--- src/rtl/empty_addr_pool_if.sv ---
// Handshake bundle between the free-address pool and its insert/delete clients.
// The pool is the slave end; the engines together form the master end.
interface empty_addr_pool_if #(
   parameter int A_WIDTH = 3
) ();
   logic [A_WIDTH-1:0] empty_addr;
   logic               empty_addr_val;
   logic               empty_addr_rd_ack;
   logic [A_WIDTH-1:0] free_addr;
   logic               free_addr_val;

   modport master (
      input  empty_addr,
      input  empty_addr_val,
      output empty_addr_rd_ack,
      output free_addr,
      output free_addr_val
   );

   modport slave (
      output empty_addr,
      output empty_addr_val,
      input  empty_addr_rd_ack,
      input  free_addr,
      input  free_addr_val
   );
endinterface

--- src/rtl/empty_addr_pool.sv ---
// Free-address pool: self-loads every table address after reset, then serves
// them as a show-ahead FIFO and accepts addresses returned by the delete engine.
module empty_addr_pool #(
   parameter int TABLE_ADDR_WIDTH = 3,
   parameter int A_WIDTH          = TABLE_ADDR_WIDTH,
   parameter int DEPTH            = 2**A_WIDTH
) (
   input  logic               clk_i,
   input  logic               rst_n_i,
   empty_addr_pool_if.slave   eif,
   output logic [A_WIDTH:0]   free_cnt_o,
   output logic               init_done_o,
   output logic               err_overflow_o,
   output logic               err_underflow_o
);
   localparam int                 CW     = A_WIDTH + 1;
   localparam logic [A_WIDTH:0]   FULL_C = CW'(DEPTH);
   localparam logic [A_WIDTH-1:0] LAST_C = A_WIDTH'(DEPTH - 1);

   typedef enum logic [0:0] {INIT_S = 1'b0, RUN_S = 1'b1} state_t;

   state_t             state_q;
   logic [A_WIDTH-1:0] mem_q [DEPTH];
   logic [A_WIDTH-1:0] rd_ptr_q;
   logic [A_WIDTH-1:0] wr_ptr_q;
   logic [A_WIDTH-1:0] init_cnt_q;
   logic [A_WIDTH:0]   cnt_q;
   logic               val_q;
   logic               done_q;
   logic               ovf_q;
   logic               udf_q;

   logic               pop_s;
   logic               push_s;
   logic [A_WIDTH:0]   cnt_d;

   // Pointers wrap modulo DEPTH, which need not be a power of two.
   function automatic logic [A_WIDTH-1:0] next_ptr(input logic [A_WIDTH-1:0] p);
      if (p == LAST_C) begin
         return '0;
      end else begin
         return p + A_WIDTH'(1);
      end
   endfunction

   // Accept decisions; a concurrent pop frees the slot a push into a full pool needs.
   always_comb begin
      pop_s  = 1'b0;
      push_s = 1'b0;
      cnt_d  = cnt_q;
      if (state_q == RUN_S) begin
         pop_s  = eif.empty_addr_rd_ack && val_q;
         push_s = eif.free_addr_val && ((cnt_q != FULL_C) || pop_s);
         cnt_d  = cnt_q + CW'(push_s) - CW'(pop_s);
      end else begin
         pop_s  = 1'b0;
         push_s = 1'b0;
         cnt_d  = cnt_q;
      end
   end

   // Init sequencer, FIFO state and sticky error flags.
   always_ff @(posedge clk_i or negedge rst_n_i) begin
      if (!rst_n_i) begin
         state_q    <= INIT_S;
         rd_ptr_q   <= '0;
         wr_ptr_q   <= '0;
         init_cnt_q <= '0;
         cnt_q      <= '0;
         val_q      <= 1'b0;
         done_q     <= 1'b0;
         ovf_q      <= 1'b0;
         udf_q      <= 1'b0;
         for (int i = 0; i < DEPTH; i++) begin
            mem_q[i] <= '0;
         end
      end else begin
         case (state_q)
            INIT_S: begin
               mem_q[init_cnt_q] <= init_cnt_q;
               if (init_cnt_q == LAST_C) begin
                  state_q    <= RUN_S;
                  init_cnt_q <= '0;
                  cnt_q      <= FULL_C;
                  val_q      <= 1'b1;
                  done_q     <= 1'b1;
               end else begin
                  init_cnt_q <= init_cnt_q + A_WIDTH'(1);
               end
            end
            RUN_S: begin
               if (push_s) begin
                  mem_q[wr_ptr_q] <= eif.free_addr;
                  wr_ptr_q        <= next_ptr(wr_ptr_q);
               end
               if (pop_s) begin
                  rd_ptr_q <= next_ptr(rd_ptr_q);
               end
               cnt_q <= cnt_d;
               val_q <= (cnt_d != '0);
            end
            default: begin
               state_q <= INIT_S;
            end
         endcase
         if (eif.free_addr_val && !push_s) begin
            ovf_q <= 1'b1;
         end
         if (eif.empty_addr_rd_ack && !pop_s) begin
            udf_q <= 1'b1;
         end
      end
   end

   assign eif.empty_addr     = mem_q[rd_ptr_q];
   assign eif.empty_addr_val = val_q;
   assign free_cnt_o         = cnt_q;
   assign init_done_o        = done_q;
   assign err_overflow_o     = ovf_q;
   assign err_underflow_o    = udf_q;
endmodule

--- src/flat_wrapper.sv ---
// flat-port wrapper written by rule: the top's interface ports become plain ports
module empty_addr_pool_flat 
#(
   parameter int TABLE_ADDR_WIDTH = 3,
   parameter int A_WIDTH          = TABLE_ADDR_WIDTH,
   parameter int DEPTH            = 2**A_WIDTH
)
  (clk_i, rst_n_i, free_cnt_o, init_done_o, err_overflow_o, err_underflow_o, eif_empty_addr, eif_empty_addr_val, eif_empty_addr_rd_ack, eif_free_addr, eif_free_addr_val);
  empty_addr_pool_if #(.A_WIDTH(A_WIDTH)) eif_i ();
  input  logic clk_i;
  input  logic rst_n_i;
  output logic [A_WIDTH:0] free_cnt_o;
  output logic init_done_o;
  output logic err_overflow_o;
  output logic err_underflow_o;
  output wire logic [$bits(eif_i.empty_addr)-1:0] eif_empty_addr;
  output wire logic [$bits(eif_i.empty_addr_val)-1:0] eif_empty_addr_val;
  input wire logic [$bits(eif_i.empty_addr_rd_ack)-1:0] eif_empty_addr_rd_ack;
  input wire logic [$bits(eif_i.free_addr)-1:0] eif_free_addr;
  input wire logic [$bits(eif_i.free_addr_val)-1:0] eif_free_addr_val;
  assign eif_empty_addr = eif_i.empty_addr;
  assign eif_empty_addr_val = eif_i.empty_addr_val;
  assign eif_i.empty_addr_rd_ack = eif_empty_addr_rd_ack;
  assign eif_i.free_addr = eif_free_addr;
  assign eif_i.free_addr_val = eif_free_addr_val;
  empty_addr_pool #(.TABLE_ADDR_WIDTH(TABLE_ADDR_WIDTH), .A_WIDTH(A_WIDTH), .DEPTH(DEPTH)) u_core (.clk_i(clk_i), .rst_n_i(rst_n_i), .eif(eif_i), .free_cnt_o(free_cnt_o), .init_done_o(init_done_o), .err_overflow_o(err_overflow_o), .err_underflow_o(err_underflow_o));
endmodule
--- config.mk ---
export PLATFORM = sky130hd
export DESIGN_NAME = empty_addr_pool_flat
export DESIGN_NICKNAME = d
export VERILOG_FILES = /design/src/rtl/empty_addr_pool_if.sv /design/src/rtl/empty_addr_pool.sv /design/src/flat_wrapper.sv
export SDC_FILE = /design/constraint.sdc
export NUM_CORES = 1
export LEC_CHECK = 0
export CAP_MARGIN = 20
export CORE_MARGIN = 4
export CORE_UTILIZATION = 35
export DETAILED_ROUTE_END_ITERATION = 12
export PLACE_DENSITY_LB_ADDON = 0.2
export REMOVE_ABC_BUFFERS = 1
export SYNTH_ARGS = -nofsm -noshare
export SYNTH_HDL_FRONTEND = slang
export SYNTH_SLANG_ARGS = --single-unit
--- constraint.sdc ---
create_clock -name clk_i -period 2.1 [get_ports clk_i]
set_input_delay 0.63 -clock clk_i [delete_from_list [all_inputs] [get_ports clk_i]]
set_output_delay 0.63 -clock clk_i [all_outputs]
set_load 0.02 [all_outputs]
# [Yosys cells after proc, flatten, opt, wreduce, memory -nomap -nowiden]
# Index checks and enable logic that the tools add are counted.
[op_classes] n_eq_ne=6 magnitude_cmp=5 mux=23 bitwise=4 n_reduce_logical=13 addsub=5
[op_table] cell="24-bit bitwise mux" count=2
[op_table] cell="24-bit case mux with 2 select lines" count=1
[op_table] cell="24-bit two-way mux" count=1
[op_table] cell="3-bit two-way mux" count=7
[op_table] cell="3-bit demux with 3-bit select" count=2
[op_table] cell="4-bit >= comparator, second input constant" count=3
[op_table] cell="3-bit NOT with 4-bit output" count=3
[op_table] cell="3-bit by 1-bit adder with 3-bit output, second input constant" count=3
[op_table] cell="3-bit binary-select mux with 3-bit select" count=1
[op_table] cell="3-bit == test, second input constant" count=3
[op_table] cell="4-bit by 1-bit less-than comparator with 1-bit output, second input constant" count=2
[op_table] cell="4-bit two-way mux" count=2
[op_table] cell="4-bit case mux with 2 select lines" count=1
[op_table] cell="1-bit logical AND" count=6
[op_table] cell="2-bit AND reduction" count=3
[op_table] cell="1-bit two-way mux" count=5
[op_table] cell="4-bit by 1-bit adder with 4-bit output" count=1
[op_table] cell="4-bit != test, second input constant" count=1
[op_table] cell="4-bit nonzero test" count=1
[op_table] cell="4-bit by 1-bit subtractor with 4-bit output" count=1
[op_table] cell="1-bit zero test" count=2
[op_table] cell="2-bit by 1-bit != test with 1-bit output, second input constant" count=1
[op_table] cell="2-bit != test, second input constant" count=1
[op_table] cell="1-bit case mux with 2 select lines" count=1
[op_table] cell="2 further kinds" count=2
[word_totals] out_inout_bits=11 word_cells=73 inputBits=7 reg_bits=42

# [Logic depth before layout (Yosys ltp)]
# Gate-level depths: netlist of run 1.
[logic_depth] depth_word=8 depth_mapped=9 depth_no_buf=9

# [Worst setup path after synthesis of run 1]
# OpenSTA, ideal clock, no wires.
[synth_path] path_kind="input-to-reg" start="input port eif_empty_addr_rd_ack" end="register u_core.val_q (netlist: u_core.eif.empty_addr_val)" path_stages=9 required_time_ns=1.967 n_path_buf=0 setup_ns=0.133 t_arrival_ns=2.051 path_slack_ns=-0.084 path_cell_list="nand2_1 or2_2 nand2_1 ha_1 inv_1 fa_1 xnor2_1 nor4b_1 a2bb2oi_1"
[synth_via] elab_chain_cells=8
[synth_rtl] element="start: declaration" line_no="flat_wrapper.sv:18" rtl="input wire logic [$bits(eif_i.empty_addr_rd_ack)-1:0] eif_empty_addr_rd_ack;"
[synth_rtl] element="1-bit logical AND (*)" line_no="empty_addr_pool.sv:52" rtl="pop_s = eif.empty_addr_rd_ack && val_q;"
[synth_rtl] element="1-bit logical OR" line_no="empty_addr_pool.sv:53" rtl="push_s = eif.free_addr_val && ((cnt_q != FULL_C) || pop_s);"
[synth_rtl] element="1-bit logical AND" line_no="empty_addr_pool.sv:53"
[synth_rtl] element="4-bit by 1-bit adder with 4-bit output" line_no="empty_addr_pool.sv:54" rtl="cnt_d = cnt_q + CW'(push_s) - CW'(pop_s);"
[synth_rtl] element="4-bit by 1-bit subtractor with 4-bit output (*)" line_no="empty_addr_pool.sv:54"
[synth_rtl] element="4-bit two-way mux (*)" line_no="empty_addr_pool.sv:51" rtl="if (state_q == RUN_S) begin"
[synth_rtl] element="4-bit nonzero test (*)" line_no="empty_addr_pool.sv:100" rtl="val_q <= (cnt_d != '0);"
[synth_rtl] element="1-bit case mux with 2 select lines (*)" line_no="empty_addr_pool.sv:78" rtl="case (state_q)"
[synth_rtl] element="end signal: assignment" line_no="empty_addr_pool.sv:100"
[synth_rtl] element="end: declaration" line_no="empty_addr_pool.sv:28" rtl="logic val_q;"
# Mark *: on every way between the ends. The rest lies on a longest branch, timed or not.
# A chain may end at the register's enable or synchronous reset.

# [Final worst setup path of run 1]
[layout_path] start="register u_core.rd_ptr_q[0]" end="output port eif_empty_addr[1]"
[layout_via] elab_chain_cells=4
[layout_rtl] element="start: declaration" line_no="empty_addr_pool.sv:24" rtl="logic [A_WIDTH-1:0] rd_ptr_q;"
[layout_rtl] element="start signal: assignment" line_no="empty_addr_pool.sv:97" rtl="rd_ptr_q <= next_ptr(rd_ptr_q);"
[layout_rtl] element="3-bit NOT with 4-bit output (not written as such)" line_no="empty_addr_pool.sv:115" rtl="assign eif.empty_addr = mem_q[rd_ptr_q];"
[layout_rtl] element="3-bit binary-select mux with 3-bit select" line_no="empty_addr_pool.sv:115"
[layout_rtl] element="3-bit two-way mux (not written as such) (2 in series)" line_no="empty_addr_pool.sv:115"
[layout_rtl] element="end: declaration" line_no="flat_wrapper.sv:16" rtl="output wire logic [$bits(eif_i.empty_addr)-1:0] eif_empty_addr;"
# Every way passes these cells. The select of a mux whose other input is x is not followed.

==> results of run 1 <==
==> synth_stat cells, types with 2 or more instances <==
master / count
nor4_1: 5
inv_1: 12
nand2_1: 24
clkbuf_1: 3
nand3_1: 11
o21ai_1: 6
nor4b_1: 2
a31oi_1: 5
o21ai_0: 8
dfrtp_1: 42
mux2_2: 10
buf_2: 3
ha_1: 10
mux4_2: 6
o211ai_1: 2
a21oi_1: 5
a22o_1: 2
nor2_1: 5
a211oi_2: 2
o31ai_1: 3
a21boi_1: 2
or2_2: 2
a2bb2oi_1: 2
nor2b_1: 5
a21o_1: 4
mux2i_1: 7
==> flip-flops by register name (all words and copies together) (netlist names) <==
| signal | count |
|---|---|
| u_core.state_q | 1 |
| u_core.eif.empty_addr_val | 1 |
| u_core.wr_ptr_q | 3 |
| u_core.err_underflow_o | 1 |
| u_core.mem_q | 24 |
| u_core.init_done_o | 1 |
| u_core.init_cnt_q | 3 |
| u_core.rd_ptr_q | 3 |
| u_core.err_overflow_o | 1 |
| u_core.free_cnt_o | 4 |
==> cell families after synthesis <==
family	count (synthesis)
XOR/XNOR	2
AO/OA/AOI/OAI	50
multiplexers	23
adder cells (fa/ha/maj)	11
AND/OR/NAND/NOR	62
buffers and inverters	19
flip-flops	42
==> layout make-up <==
class                      instances  area share (%)
multi-input combinational        148            41.8
sequential                        42            35.0
timing repair buffer              53            15.0
tap                               77            3.20
clock buffer                       7            2.53
inverter                          12            1.50
clock inverter                     1           0.997
==> metrics by stage <==
step                      power, mW  hold WS [ps]  cell area, sq um  setup WS [ps]  TNS (ps)
after floorplan                2.72           334              2270          -83.8     -83.8
after global placement         3.57           440              2780           -655    -10430
after detailed placement       3.63           448              2780           -734    -11340
after CTS                      4.54           304              2980           -293      -875
after global routing           5.00           308              3010           -348     -1050
final                          4.63           290              3010           -271      -795
==> critical path, cell delays in order, from the launching register on <==
cell and delay [ps]:
dfrtp_1 380, buf_6 130, mux4_2 500, mux2_4 290
buf_6 130
==> layer usage <==
layer	vias to the layer above	GRT usage [%]
li1	877	-
met1	894	22.5
met2	33	25.7
met3	6	3.32
met4	0	4.87
met5	-	0
==> timing repair <==
| action | in CTS | in global routing |
|---|---|---|
| endpoints found under the setup margin | 22 | 6 |
| pin swaps | 7 | 6 |
| gates resized for setup | 40 | 7 |
| setup buffers | 4 | 1 |
| hold buffers | 0 | 0 |
==> path summary, 6_finish.rpt <==
path	slack, ps	cells past startpoint	to
setup / recovery	-270	4	eif_empty_addr[1]
hold / removal	290	1	u_core.mem_q[19]$_DFFE_PN0P_
setup reg to reg	80	9	u_core.eif.empty_addr_val$_DFFE_PN0P_
hold reg to reg	460	1	u_core.init_done_o$_DFFE_PN0P_
max in group asynchronous	1310	2	u_core.free_cnt_o[0]$_DFFE_PN0P_
min in group clk_i	460	1	u_core.init_done_o$_DFFE_PN0P_
==> power breakdown <==
group          switching (mW)  internal [mW]  leakage [nW]
registers               0.298           1.14         0.485
clock network           0.285          0.356        0.0524
logic                    1.13           1.42         0.809
==> metrics.md, run 1 <==
| Metric | Value |
|---|---|
| Worst-margin pin slew | 509 ps |
| Post-Synth Simple-Gate Area | 13.8% |
| Period minus WS final | 2370 ps |
| Adder-cell area share of the yosys netlist | 6.28% |
| I/O Buffers | 17 |
| Area Growth Syn to Fin | 30.3% |
| Ys flop type | dfrtp_1 |
| Post-route setup slack | -271 ps |
| Placed insts | 327 |
| Fmax | 0.422 GHz |
| Worst EP required | 1470 ps |
| Vias | 1810 |
| Status | finished with violations |
| Die Y-Extent | 89.3 microns |
| Final hold viol count | 0 |
| Leading cell type in the layout, fill and taps excluded | dfrtp_1 |
| Clock Path Buffers | 2 |
| Detail-routed via count per cell | 5.32 |
| Async SR Flop Fraction | 100% |
| Finished Core Util | 47.2% |
| Largest family of logic cells by synthesized area | compound AO/OA/AOI/OAI gates |
| Skew-Pair Late Insertion Delay | 300 ps |
| EDFF count, synth | 0 |
| Register area share after synthesis | 45.5% |
| Period utilization | 113% |
| Initial drt markers | 90 |
| # DRC | 0 |
| Global route overflow | 0 |
| Synth Cell Area | 2310 sq um |
| Max-slew violations | 0 |
| Max-Cap Viols | 0 |
| Fillers | 597 |
| Die area | 7970 sq um |
| Post-synth cell types | 47 |
| Final setup viols | 3 |
| HP Class | input port to asynchronous set/reset pin |
| Crit. Startpoint | u_core.rd_ptr_q[0]$_DFFE_PN0P_ |
| Slew HR | 66.1% |
| Synth Area per Inst | 11.1 sq um |
| Clock sink count | 42 |
| Pwr/cell area | 1540 nW/um^2 |
| Share of cells above drive strength 1 | 30.4% |
| GRT Total Usage | 16.2% |
| Yosys reg bits | 42 |
| Worst Path Arrival | 1740 ps |
| Non-filler cells, final | 340 |
| Vias in the first global route | 1835 |
| Area contributors post-synth | dfrtp_1 (45%), mux4_2 (5.8%), ha_1 (5.4%) |
| Max IR drop VDD | 0.650 mV |
| Die Wd | 89.3 microns |
| CP max FO | 3 |
| Register area | 1050 sq um |
| DR WL met3 | 226 microns |
| Clock-pin slew on the worst setup and hold paths | 90 ps |
| Core ar. | 6390 sq um |
| Row cnt | 29 |
| Yosys top cell by area | dfrtp_1 |
| Synth top area share | 45.5% |
| Starting Density | 36.2% |
| RR Startpoint | u_core.eif.empty_addr_val$_DFFE_PN0P_ |
| DR pass1 iterations | 4 |
| CTS tree | done |
| Io pins | 18 |
| GP Congestion | 0.788 |
| Metal2 WL | 2.77 mm |
| Worst Path Class, Setup | flip-flop to output pin |
| Synth Instances | 209 |
| Crit. End Element | output pin |
| Initial antenna violation count | 0 |
| RSZ-0062 raised after global routing | true |
| First-pass GRT wire length | 9.74 mm |
| Total Wirelength | 5.67 mm |
| Clk_skew | 13.0 ps |
| Ys Warns | 0 |
| Compound-Gate Fraction of Synth Area | 16.4% |
| WL/cell | 16.7 microns |
| Post-detailed-route count of antenna-violating nets | 0 |
| Area of the multi-input gates | 1260 sq um |
| Ant. Diodes | 0 |
| Hpwl dp | 4.21 mm |
| M1 WL | 2.60 mm |
| Top routing layer in use | met4 |
| Leak Pwr | 1.35 nW |
| CTS Root Buffer Type | clkbuf_8 |
| Num CTS Buffers | 5 |
| H-tree levels | 2 |
| Most frequent cells in the layout | dfrtp_1 (40), buf_4 (32), nand2_1 (22), inv_1 (11), nand3_1 (11) |
| XOR/XNOR share of the synthesized area | 0.758% |
| Violated checks | negative setup slack |
| Post-synthesis mux area share | 13.8% |
| Largest net degree at the start of global routing | 24 |
| Final nets | 280 |
| CP startpoint kind | flip-flop |
(Power assumes the default switching activity.)
==> inputs of run 2 (changes only) <==
--- a/config.mk
+++ b/config.mk
@@ -9,6 +9,7 @@
 export CORE_MARGIN = 4
 export CORE_UTILIZATION = 35
 export DETAILED_ROUTE_END_ITERATION = 12
+export MAX_ROUTING_LAYER = met4
 export PLACE_DENSITY_LB_ADDON = 0.2
 export REMOVE_ABC_BUFFERS = 1
 export SYNTH_ARGS = -nofsm -noshare
==> run 2 against run 1 <==
Net effect:
- the run still ends with negative setup slack left
- via count is 0.39% lower
- largest cell class unchanged
- clock-buffer cell count unchanged
- cell count unchanged
- sequential share of layout area did not move
- combinational power about the same
- first-iteration DRC count rose by 22%
- largest power group unchanged
- global-route usage rose by 0.58 points
- register-to-register slack hardly changed
- die area did not move
- critical path depth is the same
- non-clock buffer count did not move
==> metrics.md, run 2 (same netlist as run 1, synthesis figures left out) <==
| Metric | Value |
|---|---|
| I/O Buffers | 17 |
| Clk_skew | 11.3 ps |
| Crit. Startpoint | u_core.rd_ptr_q[0]$_DFFE_PN0P_ |
| Pwr/cell area | 1540 nW/um^2 |
| Fmax | 0.423 GHz |
| Tot Pwr | 4.62 mW |
| Final hold viol count | 0 |
| First-pass GRT wire length | 9.76 mm |
| Leading cell type in the layout, fill and taps excluded | dfrtp_1 |
| Share of cells above drive strength 1 | 30.4% |
| Cts-stage hold buffer count | 0 |
| Num CTS Buffers | 5 |
| Post-route setup slack | -267 ps |
| Starting Density | 36.2% |
| Top reg by flops | u_core.mem_q |
| Period minus WS final | 2370 ps |
| Final nets | 280 |
| Largest register FFs | 24 |
| Violated checks | negative setup slack |
| H-tree levels | 2 |
| Period utilization | 113% |
| CP max FO | 3 |
| Worst EP required | 1470 ps |
| Most frequent cells in the layout | dfrtp_1 (40), buf_4 (32), nand2_1 (22), inv_1 (11), nand3_1 (11) |
| GRT Total Usage | 16.8% |
| Crit. End Element | output pin |
| Io pins | 18 |
| Crit Reg-Reg Endpoint | u_core.eif.empty_addr_val$_DFFE_PN0P_ |
| Area Growth Syn to Fin | 30.3% |
| R2r setup slk | 80 ps |
| Cell mode on critical path | buf_6 |
| Largest net degree at the start of global routing | 24 |
| RSZ-0062 raised after global routing | true |
| Leak Pwr | 1.35 nW |
| # DRC | 0 |
| Max-slew violations | 0 |
| HP Class | input port to asynchronous set/reset pin |
| RR Startpoint | u_core.eif.empty_addr_val$_DFFE_PN0P_ |
| CP startpoint kind | flip-flop |
| Row cnt | 29 |
| Worst Path Arrival | 1740 ps |
| Crit path cell chain | buf_6 > mux4_2 > mux2_4 > buf_6 |
| DR pass1 iterations | 5 |
| Skew-Pair Late Insertion Delay | 300 ps |
| Slew HR | 66.1% |
| Vias in the first global route | 1831 |
| Clock-pin slew on the worst setup and hold paths | 80 ps |
| Worst path bufs/invs | 2 |
| Worst-margin pin slew | 509 ps |
| Detail-routed via count per cell | 5.30 |
| WL/cell | 16.6 microns |
| Clock Path Buffers | 2 |
| CTS tree | done |
| Post-detailed-route count of antenna-violating nets | 0 |
| CP peak stage delay | 500 ps |
| Ant. Diodes | 0 |
| Clock sink count | 42 |
| Initial drt markers | 110 |
| CTS Root Buffer Type | clkbuf_8 |
| Max-Cap Viols | 0 |
| Die Y-Extent | 89.3 microns |
| Initial antenna violation count | 0 |
| Worst Path Class, Setup | flip-flop to output pin |
| Die Wd | 89.3 microns |
| GP Congestion | 0.799 |
| Vias | 1803 |
| Hpwl dp | 4.21 mm |
| Final setup viols | 3 |
| Core ar. | 6390 sq um |
| Global route overflow | 0 |
| Critical path's slowest cell | mux4_2 |
| Finished Core Util | 47.2% |
| Max IR drop VDD | 0.651 mV |
| Status | finished with violations |
| Die area | 7970 sq um |
| R2r worst-path depth | 9 |
| Delay-heaviest family, CP | multiplexers |
| Total Wirelength | 5.64 mm |
==> run 2: cell counts in the layout (fill, tap and decap cells not counted) <==
No cell type changed its count.
==> run 2: how the worst max path moves through the flow <==
stage,slack [ps],to,cells past startpoint
final,-270,eif_empty_addr[1],4
after global routing,-350,eif_empty_addr[1],4
after CTS,-290,eif_empty_addr[1],4
after detailed placement,-730,u_core.eif.empty_addr_val$_DFFE_PN0P_,10
after global placement,-660,u_core.eif.empty_addr_val$_DFFE_PN0P_,10
after floorplan,-80,u_core.eif.empty_addr_val$_DFFE_PN0P_,9
==> run 2: power by group <==
group | total [mW] | switching, mW | internal (mW) | leakage [nW]
Combinational | 2.55 | 1.13 | 1.42 | 0.809
Clock | 0.637 | 0.281 | 0.356 | 0.0524
Sequential | 1.44 | 0.299 | 1.14 | 0.485
Total | 4.62 | 1.71 | 2.92 | 1.35
==> run 2: layout make-up <==
type                            instances  area (sq um)
Fill cell                             597          3370
Clock buffer                            7          76.3
Tap cell                               77          96.3
Timing Repair Buffer                   53           453
Clock inverter                          1          30.0
Sequential cell                        42          1050
Inverter                               12          45.0
Multi-Input combinational cell        148          1260
==> run 2: what timing repair did <==
action,4_1_cts,5_1_grt
pin swaps,7,6
gates cloned,0,0
gates resized for setup,40,7
setup endpoints to repair,22,6
setup buffers,4,1
==> run 2: routing by layer <==
metal / vias up / track usage (%) / wire length (microns) / share of wire (%)
met5: - / - / 0 / 0
met4: 0 / 4.87 / 32 / 0.57
met3: 2 / 3.32 / 246 / 4.4
met2: 46 / 25.5 / 2730 / 48
met1: 879 / 22.9 / 2630 / 47
li1: 876 / - / - / -
==> run 2: stage by stage <==
stage / setup TNS (ps) / instances / cell area (sq um) / hold slack (ps) / worst slack [ps]
detailed placement: -11340 / 327 / 2780 / 448 / -734
CTS: -875 / 339 / 2980 / 304 / -293
floorplan: -83.8 / 202 / 2270 / 334 / -83.8
global placement: -10430 / 327 / 2780 / 440 / -655
global route: -1070 / 340 / 3010 / 311 / -353
finish: -786 / 340 / 3010 / 292 / -267
==> run 2: worst register-to-register path, delay by kind of cell, from the launching register on <==
family          cells  cell delay (ps)
compound gates      1               90
xor+xnor            1              180
fa+ha+maj           2              520
buf+inv             1               40
flops               1              440
simple gates        4              630
